--- src/rtl/bit_permute_pkg.sv ---
// Shared definitions for the bit-permute pipeline: operation modes and default sizes.
package bit_permute_pkg;

  localparam int DEF_WIDTH = 8;
  localparam int DEF_CNT_W = 16;

  typedef enum logic [1:0] {
    MODE_PASS    = 2'd0,
    MODE_BITREV  = 2'd1,
    MODE_BYTEREV = 2'd2,
    MODE_ROTL    = 2'd3
  } mode_e;

endpackage

--- src/rtl/bit_permute_if.sv ---
// Upstream/downstream handshake bundle for bit_permute_pipe; the pipe sits on the slave side.
interface bit_permute_if
  import bit_permute_pkg::*;
#(
  parameter int WIDTH = DEF_WIDTH,
  parameter int CNT_W = DEF_CNT_W
);
  localparam int ROT_W = $clog2(WIDTH);

  logic             in_valid;
  logic             in_ready;
  logic [WIDTH-1:0] in_data;
  logic [1:0]       in_mode;
  logic [ROT_W-1:0] in_rot;
  logic             out_valid;
  logic             out_ready;
  logic [WIDTH-1:0] out_data;
  logic [CNT_W-1:0] beat_cnt;

  modport slave (
    input  in_valid, in_data, in_mode, in_rot, out_ready,
    output in_ready, out_valid, out_data, beat_cnt
  );

  modport master (
    output in_valid, in_data, in_mode, in_rot, out_ready,
    input  in_ready, out_valid, out_data, beat_cnt
  );
endinterface

--- src/rtl/bit_permute_core.sv ---
// Purely combinational data transform: pass, bit-reverse, byte-reverse or rotate-left.
module bit_permute_core
  import bit_permute_pkg::*;
#(
  parameter int WIDTH = DEF_WIDTH
) (
  input  logic [WIDTH-1:0]         data,
  input  logic [1:0]               mode,
  input  logic [$clog2(WIDTH)-1:0] rot,
  output logic [WIDTH-1:0]         result
);
  localparam int NBYTES = WIDTH / 8;

  logic [31:0]      rot_mod;
  logic [WIDTH-1:0] bitrev;
  logic [WIDTH-1:0] byterev;
  logic [WIDTH-1:0] rotl;

  // Rotate amount can exceed WIDTH-1 when WIDTH is not a power of two.
  assign rot_mod = 32'(rot) % 32'(WIDTH);
  assign rotl    = (data << rot_mod) | (data >> (32'(WIDTH) - rot_mod));

  always_comb begin
    bitrev  = '0;
    byterev = '0;
    for (int i = 0; i < WIDTH; i++) begin
      bitrev[i] = data[WIDTH-1-i];
    end
    for (int k = 0; k < NBYTES; k++) begin
      byterev[8*k +: 8] = data[8*(NBYTES-1-k) +: 8];
    end
  end

  always_comb begin
    result = data;
    case (mode_e'(mode))
      MODE_PASS:    result = data;
      MODE_BITREV:  result = bitrev;
      MODE_BYTEREV: result = byterev;
      MODE_ROTL:    result = rotl;
      default:      result = data;
    endcase
  end

endmodule

--- src/rtl/bit_permute_pipe.sv ---
// One-cycle transform pipe with output register plus skid register; in_ready is registered
// and equals "skid empty", so upstream never sees a combinational path from out_ready.
module bit_permute_pipe
  import bit_permute_pkg::*;
#(
  parameter int WIDTH = DEF_WIDTH,
  parameter int CNT_W = DEF_CNT_W
) (
  input  logic         clk,
  input  logic         rst_n,
  bit_permute_if.slave bus
);
  localparam int ROT_W = $clog2(WIDTH);

  logic [ROT_W-1:0] rot_in;
  logic [WIDTH-1:0] xf_dat;

  logic             out_vld_q, out_vld_d;
  logic [WIDTH-1:0] out_dat_q, out_dat_d;
  logic             skid_vld_q, skid_vld_d;
  logic [WIDTH-1:0] skid_dat_q, skid_dat_d;
  logic             in_rdy_q, in_rdy_d;
  logic [CNT_W-1:0] cnt_q, cnt_d;
  logic             accept, deliver;

  assign rot_in = bus.in_rot;

  bit_permute_core #(.WIDTH(WIDTH)) u_core (
    .data   (bus.in_data),
    .mode   (bus.in_mode),
    .rot    (rot_in),
    .result (xf_dat)
  );

  assign accept  = bus.in_valid & in_rdy_q;
  assign deliver = out_vld_q & bus.out_ready;

  always_comb begin
    out_vld_d  = out_vld_q;
    out_dat_d  = out_dat_q;
    skid_vld_d = skid_vld_q;
    skid_dat_d = skid_dat_q;
    cnt_d      = cnt_q;

    if (deliver) begin
      cnt_d = cnt_q + CNT_W'(1);
    end

    if (skid_vld_q) begin
      // in_ready is low here, so no new beat can arrive this cycle.
      if (deliver) begin
        out_dat_d  = skid_dat_q;
        skid_vld_d = 1'b0;
      end
    end else if (accept) begin
      if (!out_vld_q || deliver) begin
        out_vld_d = 1'b1;
        out_dat_d = xf_dat;
      end else begin
        skid_vld_d = 1'b1;
        skid_dat_d = xf_dat;
      end
    end else if (deliver) begin
      out_vld_d = 1'b0;
    end

    in_rdy_d = ~skid_vld_d;
  end

  always_ff @(posedge clk or negedge rst_n) begin
    if (!rst_n) begin
      out_vld_q  <= 1'b0;
      out_dat_q  <= '0;
      skid_vld_q <= 1'b0;
      skid_dat_q <= '0;
      in_rdy_q   <= 1'b0;
      cnt_q      <= '0;
    end else begin
      out_vld_q  <= out_vld_d;
      out_dat_q  <= out_dat_d;
      skid_vld_q <= skid_vld_d;
      skid_dat_q <= skid_dat_d;
      in_rdy_q   <= in_rdy_d;
      cnt_q      <= cnt_d;
    end
  end

  assign bus.in_ready  = in_rdy_q;
  assign bus.out_valid = out_vld_q;
  assign bus.out_data  = out_dat_q;
  assign bus.beat_cnt  = cnt_q;

endmodule

--- src/flat_wrapper.sv ---
// flat-port wrapper written by rule: the top's interface ports become plain ports
module bit_permute_pipe_flat import bit_permute_pkg::*;
#(
  parameter int WIDTH = DEF_WIDTH,
  parameter int CNT_W = DEF_CNT_W
)
  (clk, rst_n, bus_in_valid, bus_in_data, bus_in_mode, bus_in_rot, bus_out_ready, bus_in_ready, bus_out_valid, bus_out_data, bus_beat_cnt);
  bit_permute_if #(.WIDTH(WIDTH), .CNT_W(CNT_W)) bus_i ();
  input  logic clk;
  input  logic rst_n;
  input wire logic [$bits(bus_i.in_valid)-1:0] bus_in_valid;
  input wire logic [$bits(bus_i.in_data)-1:0] bus_in_data;
  input wire logic [$bits(bus_i.in_mode)-1:0] bus_in_mode;
  input wire logic [$bits(bus_i.in_rot)-1:0] bus_in_rot;
  input wire logic [$bits(bus_i.out_ready)-1:0] bus_out_ready;
  output wire logic [$bits(bus_i.in_ready)-1:0] bus_in_ready;
  output wire logic [$bits(bus_i.out_valid)-1:0] bus_out_valid;
  output wire logic [$bits(bus_i.out_data)-1:0] bus_out_data;
  output wire logic [$bits(bus_i.beat_cnt)-1:0] bus_beat_cnt;
  assign bus_i.in_valid = bus_in_valid;
  assign bus_i.in_data = bus_in_data;
  assign bus_i.in_mode = bus_in_mode;
  assign bus_i.in_rot = bus_in_rot;
  assign bus_i.out_ready = bus_out_ready;
  assign bus_in_ready = bus_i.in_ready;
  assign bus_out_valid = bus_i.out_valid;
  assign bus_out_data = bus_i.out_data;
  assign bus_beat_cnt = bus_i.beat_cnt;
  bit_permute_pipe #(.WIDTH(WIDTH), .CNT_W(CNT_W)) u_core (.clk(clk), .rst_n(rst_n), .bus(bus_i));
endmodule
--- config.mk ---
export PLATFORM = sky130hd
export DESIGN_NAME = bit_permute_pipe_flat
export DESIGN_NICKNAME = d
export VERILOG_FILES = /design/src/rtl/bit_permute_pkg.sv /design/src/rtl/bit_permute_if.sv /design/src/rtl/bit_permute_core.sv /design/src/rtl/bit_permute_pipe.sv /design/src/flat_wrapper.sv
export SDC_FILE = /design/constraint.sdc
export NUM_CORES = 1
export LEC_CHECK = 0
export CAP_MARGIN = 20
export CORE_ASPECT_RATIO = 0.75
export CORE_UTILIZATION = 63
export CTS_CLUSTER_DIAMETER = 60
export DETAILED_ROUTE_END_ITERATION = 10
export DONT_BUFFER_PORTS = 1
export PLACE_DENSITY = 0.79
export SYNTH_ARGS = -nofsm -noshare
export SYNTH_HDL_FRONTEND = slang
export SYNTH_HIERARCHICAL = 1
export SYNTH_SLANG_ARGS = --single-unit
--- constraint.sdc ---
create_clock -name clk -period 1.55 [get_ports clk]
set_input_delay 0 -clock clk [delete_from_list [all_inputs] [get_ports clk]]
set_output_delay 0 -clock clk [all_outputs]
set_load 0.01 [all_outputs]
==> impl_metrics.env, run 1 <==
export IMPL_synth_seq_cells=35
export IMPL_stdcell_area_mm2=0.00253
export IMPL_fin_cells=277
export IMPL_die_x_um=70.9
export IMPL_startpoint_type="register"
export IMPL_netlist_area_mm2=0.00224
export IMPL_regToRegSetupSlack_ns=0.08
export IMPL_finalSetupViolations=0
export IMPL_cts_buffers=5
export IMPL_seqPwrFrac=0.434
export IMPL_synth_warnings=6
export IMPL_post_place_ws_ns=0.0110
export IMPL_placed_area_mm2=0.00238
export IMPL_endpoint_kind="register"
export IMPL_overflow=0
export IMPL_dieArea_mm2=0.00381
export IMPL_htree_levels=2
export IMPL_dr_total_vias=1823
export IMPL_synth_distinct_cells=50
export IMPL_coreArea_mm2=0.00333
export IMPL_rsz0062_at_grt="no"
export IMPL_portBuffers=0
export IMPL_clk_latency_ns=0.28
export IMPL_cp_max_fo=11
export IMPL_synth_seq_area_share=0.390
export IMPL_nFillCells=239
export IMPL_area_growth_synth_to_final_pct=12.7
export IMPL_sw_frac_of_total=0.363
export IMPL_reg2regPathDepth=4
export IMPL_pwr_share_comb=0.388
export IMPL_holdPathEnd="u_core/bus.beat_cnt[0]"
export IMPL_rows=18
export IMPL_grt_antenna_before_repair=0
export IMPL_p_switching_w=0.00127
export IMPL_timing_fmax_mhz=678
export IMPL_regArea_um2=876
export IMPL_p_leak_nw=1.12
export IMPL_regToRegEndpoint="u_core/bus.out_valid"
export IMPL_max_slew_margin=0.658
export IMPL_crit_type="register to register"
export IMPL_p_int_w=0.00223
export IMPL_hpwl_um=3910
export IMPL_grt_start_max_net_pins=36
export IMPL_period_needed_ns=1.47
export IMPL_hold_path_depth=3
export IMPL_place_congestion=1.01
export IMPL_grt_use_total=0.292
export IMPL_p_per_area_mw_per_mm2=1390
export IMPL_drt_vias_per_instance=6.58
export IMPL_final_util=0.759
export IMPL_firstDrtPassIters=9
export IMPL_drt_antenna_violating_nets=0
export IMPL_finalHoldViolations=0
export IMPL_drtIter0Drc=168
export IMPL_peakVddDrop_mv=1.16
export IMPL_final_cell_mix="35 x dfrtp_1, 22 x mux2i_1, 17 x nand2_1, 17 x nor2_1, 14 x a21oi_1"
export IMPL_clock_sinks=35
export IMPL_die_h_um=53.7
export IMPL_finClkSkew_ns=0.00661
export IMPL_layout_commonest_cell="dfrtp_1"
export IMPL_finalWorstSetupSlack_ns=0.0761
export IMPL_syn_area_per_cell_um2=10.2
export IMPL_worstPathArrival_ns=1.63
export IMPL_tritoncts="done"
export IMPL_cts_max_path_buffers=2
export IMPL_start_util=0.673
export IMPL_hold_path_class="input pin to register"
export IMPL_syn_nets=238
export IMPL_routedWlPerCell_um=18.8
export IMPL_grt_first_pass_wirelength_um=8230
export IMPL_multi_input_area_mm2=0.00130
export IMPL_remaining_drc_errors=0
export IMPL_routed_wl_um=5220
export IMPL_cts_root_buf="clkbuf_8"
export IMPL_p_clk_frac=0.179
export IMPL_drive_above_1_share=0.198
export IMPL_worstHoldStart="bus_out_ready"
export IMPL_tightest_slew_ns=0.500
export IMPL_worstPathRequired_ns=1.71
export IMPL_fin_nets=255
export IMPL_drv_slew=0
export IMPL_cts_reportedPaths_clkPinSlew_ns=0.07
export IMPL_synthCells=219
export IMPL_outcome="completed"
export IMPL_place_inst=264
export IMPL_post_route_period_util=0.951
export IMPL_ios=43
export IMPL_reg2reg_from="u_core/skid_vld_q"
export IMPL_drv_cap=0
export IMPL_n_antenna_cell=0
export IMPL_grt_pass1_vias=1668
worst max path at each step:
stage | start | to | slack (ns) | cells after the start
finish | u_core/skid_vld_q | u_core/bus.out_valid | 0.08 | 4
global route | u_core/skid_vld_q | u_core/bus.out_valid | 0.007 | 4
CTS | u_core/skid_vld_q | u_core/bus.out_valid | 0.07 | 4
detailed placement | bus_in_rot[1] | u_core/skid_dat_q[2] | 0.01 | 7
global placement | bus_in_rot[1] | u_core/skid_dat_q[2] | 0.09 | 7
floorplan | bus_in_rot[0] | u_core/skid_dat_q[0] | -0.02 | 8
kinds of logic after synthesis:
| family | share of synthesized area |
|---|---|
| compound gates | 0.114 |
| xor+xnor | 0.0697 |
| fa+ha+maj | 0.0112 |
| buf+inv | 0.0413 |
| flops | 0.390 |
| mux | 0.195 |
| simple gates | 0.178 |
per-stage QoR:
stage	power [W]	hold WS, ns	setup TNS (ns)
after global placement	0.00274	-0.295	0
after detailed placement	0.00283	-0.295	0
after global routing	0.00373	0.0495	0
after CTS	0.00352	0.0321	0
after floorplan	0.00246	-0.296	-0.0200
final	0.00351	0.0442	0
cell usage after synthesis, drive strengths merged:
| master | number | area, µm² |
|---|---|---|
| a2111oi | 1 | 8.76 |
| a21boi | 1 | 7.51 |
| a21oi | 14 | 70.1 |
| a221oi | 1 | 8.76 |
| a22oi | 3 | 27.5 |
| a2bb2oi | 1 | 8.76 |
| a31oi | 1 | 6.26 |
| and2 | 2 | 12.5 |
| and3 | 4 | 25.0 |
| and4 | 1 | 8.76 |
| buf | 7 | 55.1 |
| clkbuf | 1 | 3.75 |
| dfrtp | 35 | 876 |
| ha | 2 | 25.0 |
| inv | 9 | 33.8 |
| mux2 | 9 | 101 |
| mux2i | 22 | 220 |
| mux4 | 5 | 116 |
| nand2 | 17 | 63.8 |
| nand2b | 4 | 25.0 |
| nand3 | 10 | 55.1 |
| nand3b | 2 | 27.5 |
| nand4 | 4 | 25.0 |
| nor2 | 17 | 63.8 |
| nor3 | 9 | 61.3 |
| nor3b | 1 | 18.8 |
| o211a | 1 | 10.0 |
| o211ai | 1 | 7.51 |
| o21ai | 7 | 35.0 |
| o221ai | 1 | 8.76 |
| o22ai | 4 | 25.0 |
| o311ai | 1 | 16.3 |
| o31a | 1 | 8.76 |
| o31ai | 1 | 7.51 |
| or2 | 2 | 12.5 |
| xnor2 | 12 | 105 |
| xor2 | 5 | 51.3 |
routing by layer:
layer  GRT usage  vias up  routed length [µm]
met1       0.408      897                2350
li1            -      824                   -
met3      0.0936        6                 508
met2       0.438       96                2320
met5           0        -                   0
met4      0.0933        0                  40
registers in the layout, summed over array words and instances, names as in the netlist:
| name | count |
|---|---|
| u_core/bus.beat_cnt | 16 |
| u_core/bus.in_ready | 1 |
| u_core/bus.out_data | 8 |
| u_core/bus.out_valid | 1 |
| u_core/skid_dat_q | 8 |
| u_core/skid_vld_q | 1 |
area by class of cell:
class,count,share of cell area
multi-input cells,167,0.516
flip-flops and latches,35,0.346
repair buffers,18,0.0673
clock buffers,6,0.0287
well taps,40,0.0198
inverters,9,0.0173
clock inverters,2,0.00495
repair_timing:
action | CTS | global route
buffers inserted | 0 | 0
setup endpoints to repair | 0 | 2
hold buffers | 5 | 0
endpoints found under the hold margin | 38 | 0
gates resized for setup | 0 | 1
power groups by stage:
stage	Clock [W]	Combinational [W]	Sequential, W
final	0.000626	0.00136	0.00152
after floorplan	0	0.000889	0.00157
after CTS	0.000645	0.00135	0.00153
after global routing	0.000689	0.00148	0.00156
after detailed placement	0	0.00129	0.00154
after global placement	0	0.00123	0.00151
critical path, stage by stage (launching register included):
cell,delay [ns]
dfrtp_1,0.38
buf_4,0.20
o21ai_1,0.14
nand2_1,0.07
dlygate4sd3_1,0.56
(Power assumes the default switching activity.)
==> run 2, diff against run 1 <==
SETUP_SLACK_MARGIN = 0.4   (was unset)
==> run 2 against run 1 <==
  * The run now ends with design-rule violations left
  * Clock skew shrank 0.0025 ns
  * Critical path depth grew 2
  * Critical endpoint is now u_core/bus.out_data[6]
  * Fmax shrank 4.1%
==> impl_metrics.env, run 2 (synthesis gave the netlist of run 1 again) <==
export IMPL_overflow=0
export IMPL_dieArea_mm2=0.00381
export IMPL_drt_antenna_violating_nets=0
export IMPL_period_needed_ns=1.54
export IMPL_cts_reportedPaths_clkPinSlew_ns=0.07
export IMPL_p_per_area_mw_per_mm2=1500
export IMPL_coreArea_mm2=0.00333
export IMPL_portBuffers=0
export IMPL_drt_vias_per_instance=7.33
export IMPL_endpoint_kind="register"
export IMPL_cts_max_path_buffers=2
export IMPL_layout_commonest_cell="dfrtp_1"
export IMPL_grt_start_max_net_pins=36
export IMPL_grt_use_total=0.404
export IMPL_ios=43
export IMPL_stdcell_area_mm2=0.00298
export IMPL_drv_cap=0
export IMPL_worstPathRequired_ns=1.77
export IMPL_worstPathArrival_ns=1.75
export IMPL_slowest_delay_ns=0.40
export IMPL_crit_type="register to register"
export IMPL_path_delay_family="buffers and inverters"
export IMPL_post_route_period_util=0.991
export IMPL_outcome="finished with violations"
export IMPL_grt_antenna_before_repair=0
export IMPL_path_common_cell="buf_6"
export IMPL_place_congestion=0.973
export IMPL_finalHoldViolations=0
export IMPL_drive_above_1_share=0.437
export IMPL_crit_path_cell_trace="nand3b_4 > buf_6 > a22oi_2 > buf_6 > nor2_4 > a21oi_2"
export IMPL_post_place_ws_ns=-0.0492
export IMPL_htree_levels=2
export IMPL_placed_area_mm2=0.00243
export IMPL_remaining_drc_errors=4
export IMPL_cp_max_fo=8
export IMPL_grt_pass1_vias=2017
export IMPL_n_antenna_cell=0
export IMPL_grt_first_pass_wirelength_um=10800
export IMPL_cp_slowest_cell="dfrtp_1"
export IMPL_p_leak_nw=1.32
export IMPL_rows=18
export IMPL_finClkSkew_ns=0.00415
export IMPL_start_util=0.673
export IMPL_startpoint_type="register"
export IMPL_peakVddDrop_mv=1.45
export IMPL_max_slew_margin=0.702
export IMPL_final_cell_mix="28 x dfrtp_1, 21 x mux2i_1, 20 x buf_4"
export IMPL_finalWorstSetupSlack_ns=0.0136
export IMPL_hold_path_class="input pin to register"
export IMPL_drtIter0Drc=368
export IMPL_routedWlPerCell_um=27.3
export IMPL_tightest_slew_ns=0.434
export IMPL_clk_latency_ns=0.29
export IMPL_setup_tns_ns=0
export IMPL_routed_wl_um=8010
export IMPL_dr_total_vias=2154
export IMPL_rsz0062_at_grt="yes"
export IMPL_die_x_um=70.9
export IMPL_failed_checks="design-rule violations"
export IMPL_hpwl_um=4200
export IMPL_critPathBufInv=2
export IMPL_drv_slew=0
export IMPL_die_h_um=53.7
export IMPL_clock_sinks=35
export IMPL_cts_root_buf="clkbuf_8"
export IMPL_fin_nets=272
export IMPL_area_growth_synth_to_final_pct=32.7
export IMPL_firstDrtPassIters=10
export IMPL_tritoncts="done"
export IMPL_finalSetupViolations=0
export IMPL_cts_buffers=5
export IMPL_timing_fmax_mhz=651
export IMPL_largest_reg_flops=16
-- run 2: cell types whose count changed in the layout (fill, tap and decap cells not counted), moves of 4 or more --
| cell | before | now |
|---|---|---|
| dfrtp_2 | 0 | 7 |
| xnor2_2 | 0 | 4 |
| a21oi_1 | 14 | 6 |
| mux2_4 | 1 | 8 |
| a21oi_2 | 0 | 8 |
| xnor2_1 | 12 | 8 |
| dfrtp_1 | 35 | 28 |
| buf_4 | 12 | 20 |
| nor2_4 | 0 | 9 |
| nor2_1 | 17 | 8 |
| mux2_2 | 8 | 1 |
| buf_6 | 0 | 9 |
-- run 2: per-layer routing --
metal,share of wire,global-route usage
met5,0,0
met4,0.051,0.150
met3,0.13,0.144
met2,0.47,0.675
met1,0.35,0.495
-- run 2: final timing paths --
| path | from | end | slack [ns] | cells after the start |
|---|---|---|---|---|
| setup reg to reg | u_core/skid_vld_q | u_core/bus.out_data[6] | 0.01 | 6 |
| max in group asynchronous | rst_n | u_core/bus.beat_cnt[0] | 1.18 | 2 |
| setup / recovery | u_core/skid_vld_q | u_core/bus.out_data[6] | 0.01 | 6 |
| hold reg to reg | u_core/skid_dat_q[6] | u_core/skid_dat_q[6] | 0.53 | 1 |
| min in group asynchronous | rst_n | u_core/bus.beat_cnt[14] | 0.17 | 2 |
| hold / removal | bus_out_ready | u_core/bus.beat_cnt[3] | 0.009 | 3 |
-- run 2: power breakdown --
| group | total, W | internal (W) | switching (W) |
|---|---|---|---|
| Sequential | 0.00175 | 0.00125 | 0.000496 |
| Combinational | 0.00206 | 0.00104 | 0.00102 |
| Clock | 0.000661 | 0.000314 | 0.000347 |
-- run 2: repair_timing --
item,CTS,global route
buffers inserted,13,4
resized for setup,32,40
pin swaps,14,11
endpoints found under the hold margin,38,0
setup endpoints to repair,28,31
gates cloned,1,0
hold buffers,4,0
-- run 2: worst reg2reg max path, stage by stage, from the launching register on --
cell and delay, ns:
dfrtp_1 0.40, nand3b_4 0.20, buf_6 0.14, a22oi_2 0.26, buf_6 0.27, nor2_4 0.07
a21oi_2 0.13
-- run 2: final cells by class --
class / instances / area [µm²]
Clock inverter: 2 / 12.5
Inverter: 9 / 48.8
Sequential cell: 35 / 885
Fill cell: 130 / 357
Timing Repair Buffer: 35 / 342
Multi-Input combinational cell: 167 / 1570
Clock buffer: 6 / 72.6
Tap cell: 40 / 50.0
-- run 2: stage by stage --
stage          utilization  total power [W]  cells  hold slack, ns
2_1_floorplan            -          0.00255    219          -0.296
3_5_place_dp         0.729          0.00288    264          -0.295
4_1_cts              0.835          0.00397    290          0.0145
3_3_place_gp         0.729          0.00279    264          -0.295
5_1_grt              0.893          0.00459    294          0.0157
6_report             0.893          0.00447    294         0.00870
==> run 3, diff against run 2 <==
CORE_UTILIZATION = 50   (was 63)
PLACE_DENSITY = unset   (was 0.79)
==> run 3 against run 2 <==
  * The run ends with negative hold slack left
  * Core utilization is 24 points lower
  * Flip-flop and latch count stayed put
  * Routed wire length shrank 30%
  * Clock skew rose by 0.0018 ns
  * Highest routed layer unchanged
==> impl_metrics.env, run 3 (synthesis gave the netlist of run 1 again) <==
export IMPL_outcome="finished with violations"
export IMPL_failed_checks="negative hold slack"
export IMPL_p_leak_nw=1.17
export IMPL_portBuffers=0
export IMPL_clk_latency_ns=0.28
export IMPL_timing_fmax_mhz=714
export IMPL_drv_cap=0
export IMPL_remaining_drc_errors=0
export IMPL_nFillCells=310
export IMPL_stdcell_area_mm2=0.00272
export IMPL_cp_max_fo=3
export IMPL_seqPwrFrac=0.419
export IMPL_multi_input_area_mm2=0.00143
export IMPL_grt_start_max_net_pins=36
export IMPL_startpoint_type="register"
export IMPL_crit_type="register to register"
export IMPL_path_common_cell="buf_4"
export IMPL_hold_path_class="input pin to register"
export IMPL_drtIter0Drc=302
export IMPL_worstPathArrival_ns=1.57
export IMPL_grt_pass1_vias=1746
export IMPL_die_x_um=79.3
export IMPL_fin_cells=294
export IMPL_clock_sinks=35
export IMPL_final_cell_mix="28 x dfrtp_1, 22 x mux2i_1, 17 x nand2_1"
export IMPL_hold_buffers=4
export IMPL_finalHoldViolations=1
export IMPL_slowest_delay_ns=0.42
export IMPL_hpwl_um=3990
export IMPL_final_util=0.650
export IMPL_holdWs_ns=-0.0993
export IMPL_crit_path_cell_trace="nand4_1 > buf_4 > nor3_4 > buf_4 > nand2_1 > xnor2_1"
export IMPL_p_clk_frac=0.164
export IMPL_grt_use_total=0.243
export IMPL_die_h_um=60.0
export IMPL_drv_slew=0
export IMPL_firstDrtPassIters=5
export IMPL_coreArea_mm2=0.00418
export IMPL_finalSetupViolations=0
export IMPL_tightest_slew_ns=0.422
export IMPL_worstPathRequired_ns=1.72
export IMPL_finClkSkew_ns=0.00593
export IMPL_cts_buffers=5
export IMPL_rows=20
export IMPL_cts_reportedPaths_clkPinSlew_ns=0.07
export IMPL_max_slew_margin=0.711
export IMPL_layout_commonest_cell="dfrtp_1"
export IMPL_ios=43
export IMPL_area_growth_synth_to_final_pct=21.1
export IMPL_p_switching_w=0.00147
export IMPL_place_congestion=0.948
export IMPL_p_per_area_mw_per_mm2=1430
export IMPL_htree_levels=2
export IMPL_largest_reg_flops=16
export IMPL_grt_first_pass_wirelength_um=8530
export IMPL_tritoncts="done"
export IMPL_dr_total_vias=1837
export IMPL_drt_vias_per_instance=6.25
export IMPL_placed_area_mm2=0.00244
export IMPL_routed_wl_um=5630
export IMPL_regArea_um2=885
export IMPL_post_route_period_util=0.904
export IMPL_peakVddDrop_mv=1.26
export IMPL_cp_slowest_cell="dfrtp_2"
export IMPL_drive_above_1_share=0.310
export IMPL_place_inst=278
export IMPL_overflow=0
export IMPL_start_util=0.537
export IMPL_dieArea_mm2=0.00476
export IMPL_cts_root_buf="clkbuf_8"
export IMPL_period_needed_ns=1.40
export IMPL_pwr_share_comb=0.417
export IMPL_n_antenna_cell=0
export IMPL_sw_frac_of_total=0.378
export IMPL_drt_antenna_violating_nets=0
export IMPL_rsz0062_at_grt="yes"
export IMPL_routedWlPerCell_um=19.2
export IMPL_grt_antenna_before_repair=0
export IMPL_p_int_w=0.00242
export IMPL_fin_nets=257
export IMPL_endpoint_kind="register"
export IMPL_power_total_w=0.00389
export IMPL_cts_max_path_buffers=2
run 3: changes by cell type in the layout (fill, tap and decap cells not counted), moves of 4 or more:
cell,change
xnor2_2,-4
nor2_2,+4
xnor2_1,+4
nor2_4,-5
buf_4,-9
buf_6,-5
run 3: critical path: cells and delay by family (launching register included):
family	cells	cell delay (ns)
AND/OR/NAND/NOR	3	0.39
flip-flops	1	0.42
buffers and inverters	2	0.35
XOR/XNOR	1	0.12
run 3: worst paths after layout:
path,from,endpoint,slack (ns),depth (start not counted)
setup / recovery,u_core/bus.beat_cnt[7],u_core/bus.beat_cnt[14],0.15,6
hold / removal,bus_out_ready,u_core/bus.beat_cnt[2],-0.1,2
setup reg to reg,u_core/bus.beat_cnt[7],u_core/bus.beat_cnt[14],0.15,6
hold reg to reg,u_core/skid_dat_q[0],u_core/skid_dat_q[0],0.52,1
max in group asynchronous,rst_n,u_core/bus.in_ready,1.18,2
min in group asynchronous,rst_n,u_core/bus.out_data[5],0.17,2
run 3: power groups by stage:
stage	clock network [W]	registers, W	logic (W)
final	0.000637	0.00163	0.00162
after floorplan	0	0.00159	0.000960
after global routing	0.000686	0.00168	0.00174
after detailed placement	0	0.00159	0.00129
after global placement	0	0.00157	0.00125
after CTS	0.000662	0.00158	0.00137
run 3: layout make-up:
class | instances | area share
Inverter | 9 | 0.0180
Multi-Input combinational cell | 167 | 0.527
Tap cell | 55 | 0.0253
Timing Repair Buffer | 20 | 0.0727
Sequential cell | 35 | 0.326
Clock buffer | 6 | 0.0267
Clock inverter | 2 | 0.00460
run 3: what timing repair did:
item                                    in CTS  in global routing
pin swaps                                    3                 11
setup buffers                                1                  2
gates cloned                                 0                  1
endpoints found under the setup margin      28                 30
endpoints found under the hold margin       38                  1
gates resized for setup                      7                 27
run 3: per-layer routing:
metal  vias to the layer above  GRT usage  routed length (µm)
met3                        15      0.108                 646
met2                        95      0.345                2390
met5                         -          0                   0
met1                       895      0.338                2540
li1                        832          -                   -
met4                         0     0.0597                  61
run 3: stage by stage:
step	setup TNS, ns	setup slack [ns]
6_report	0	0.149
5_1_grt	0	0.0880
4_1_cts	0	0.162
3_5_place_dp	0	0.0218
3_3_place_gp	0	0.0820
2_1_floorplan	-0.0194	-0.0194
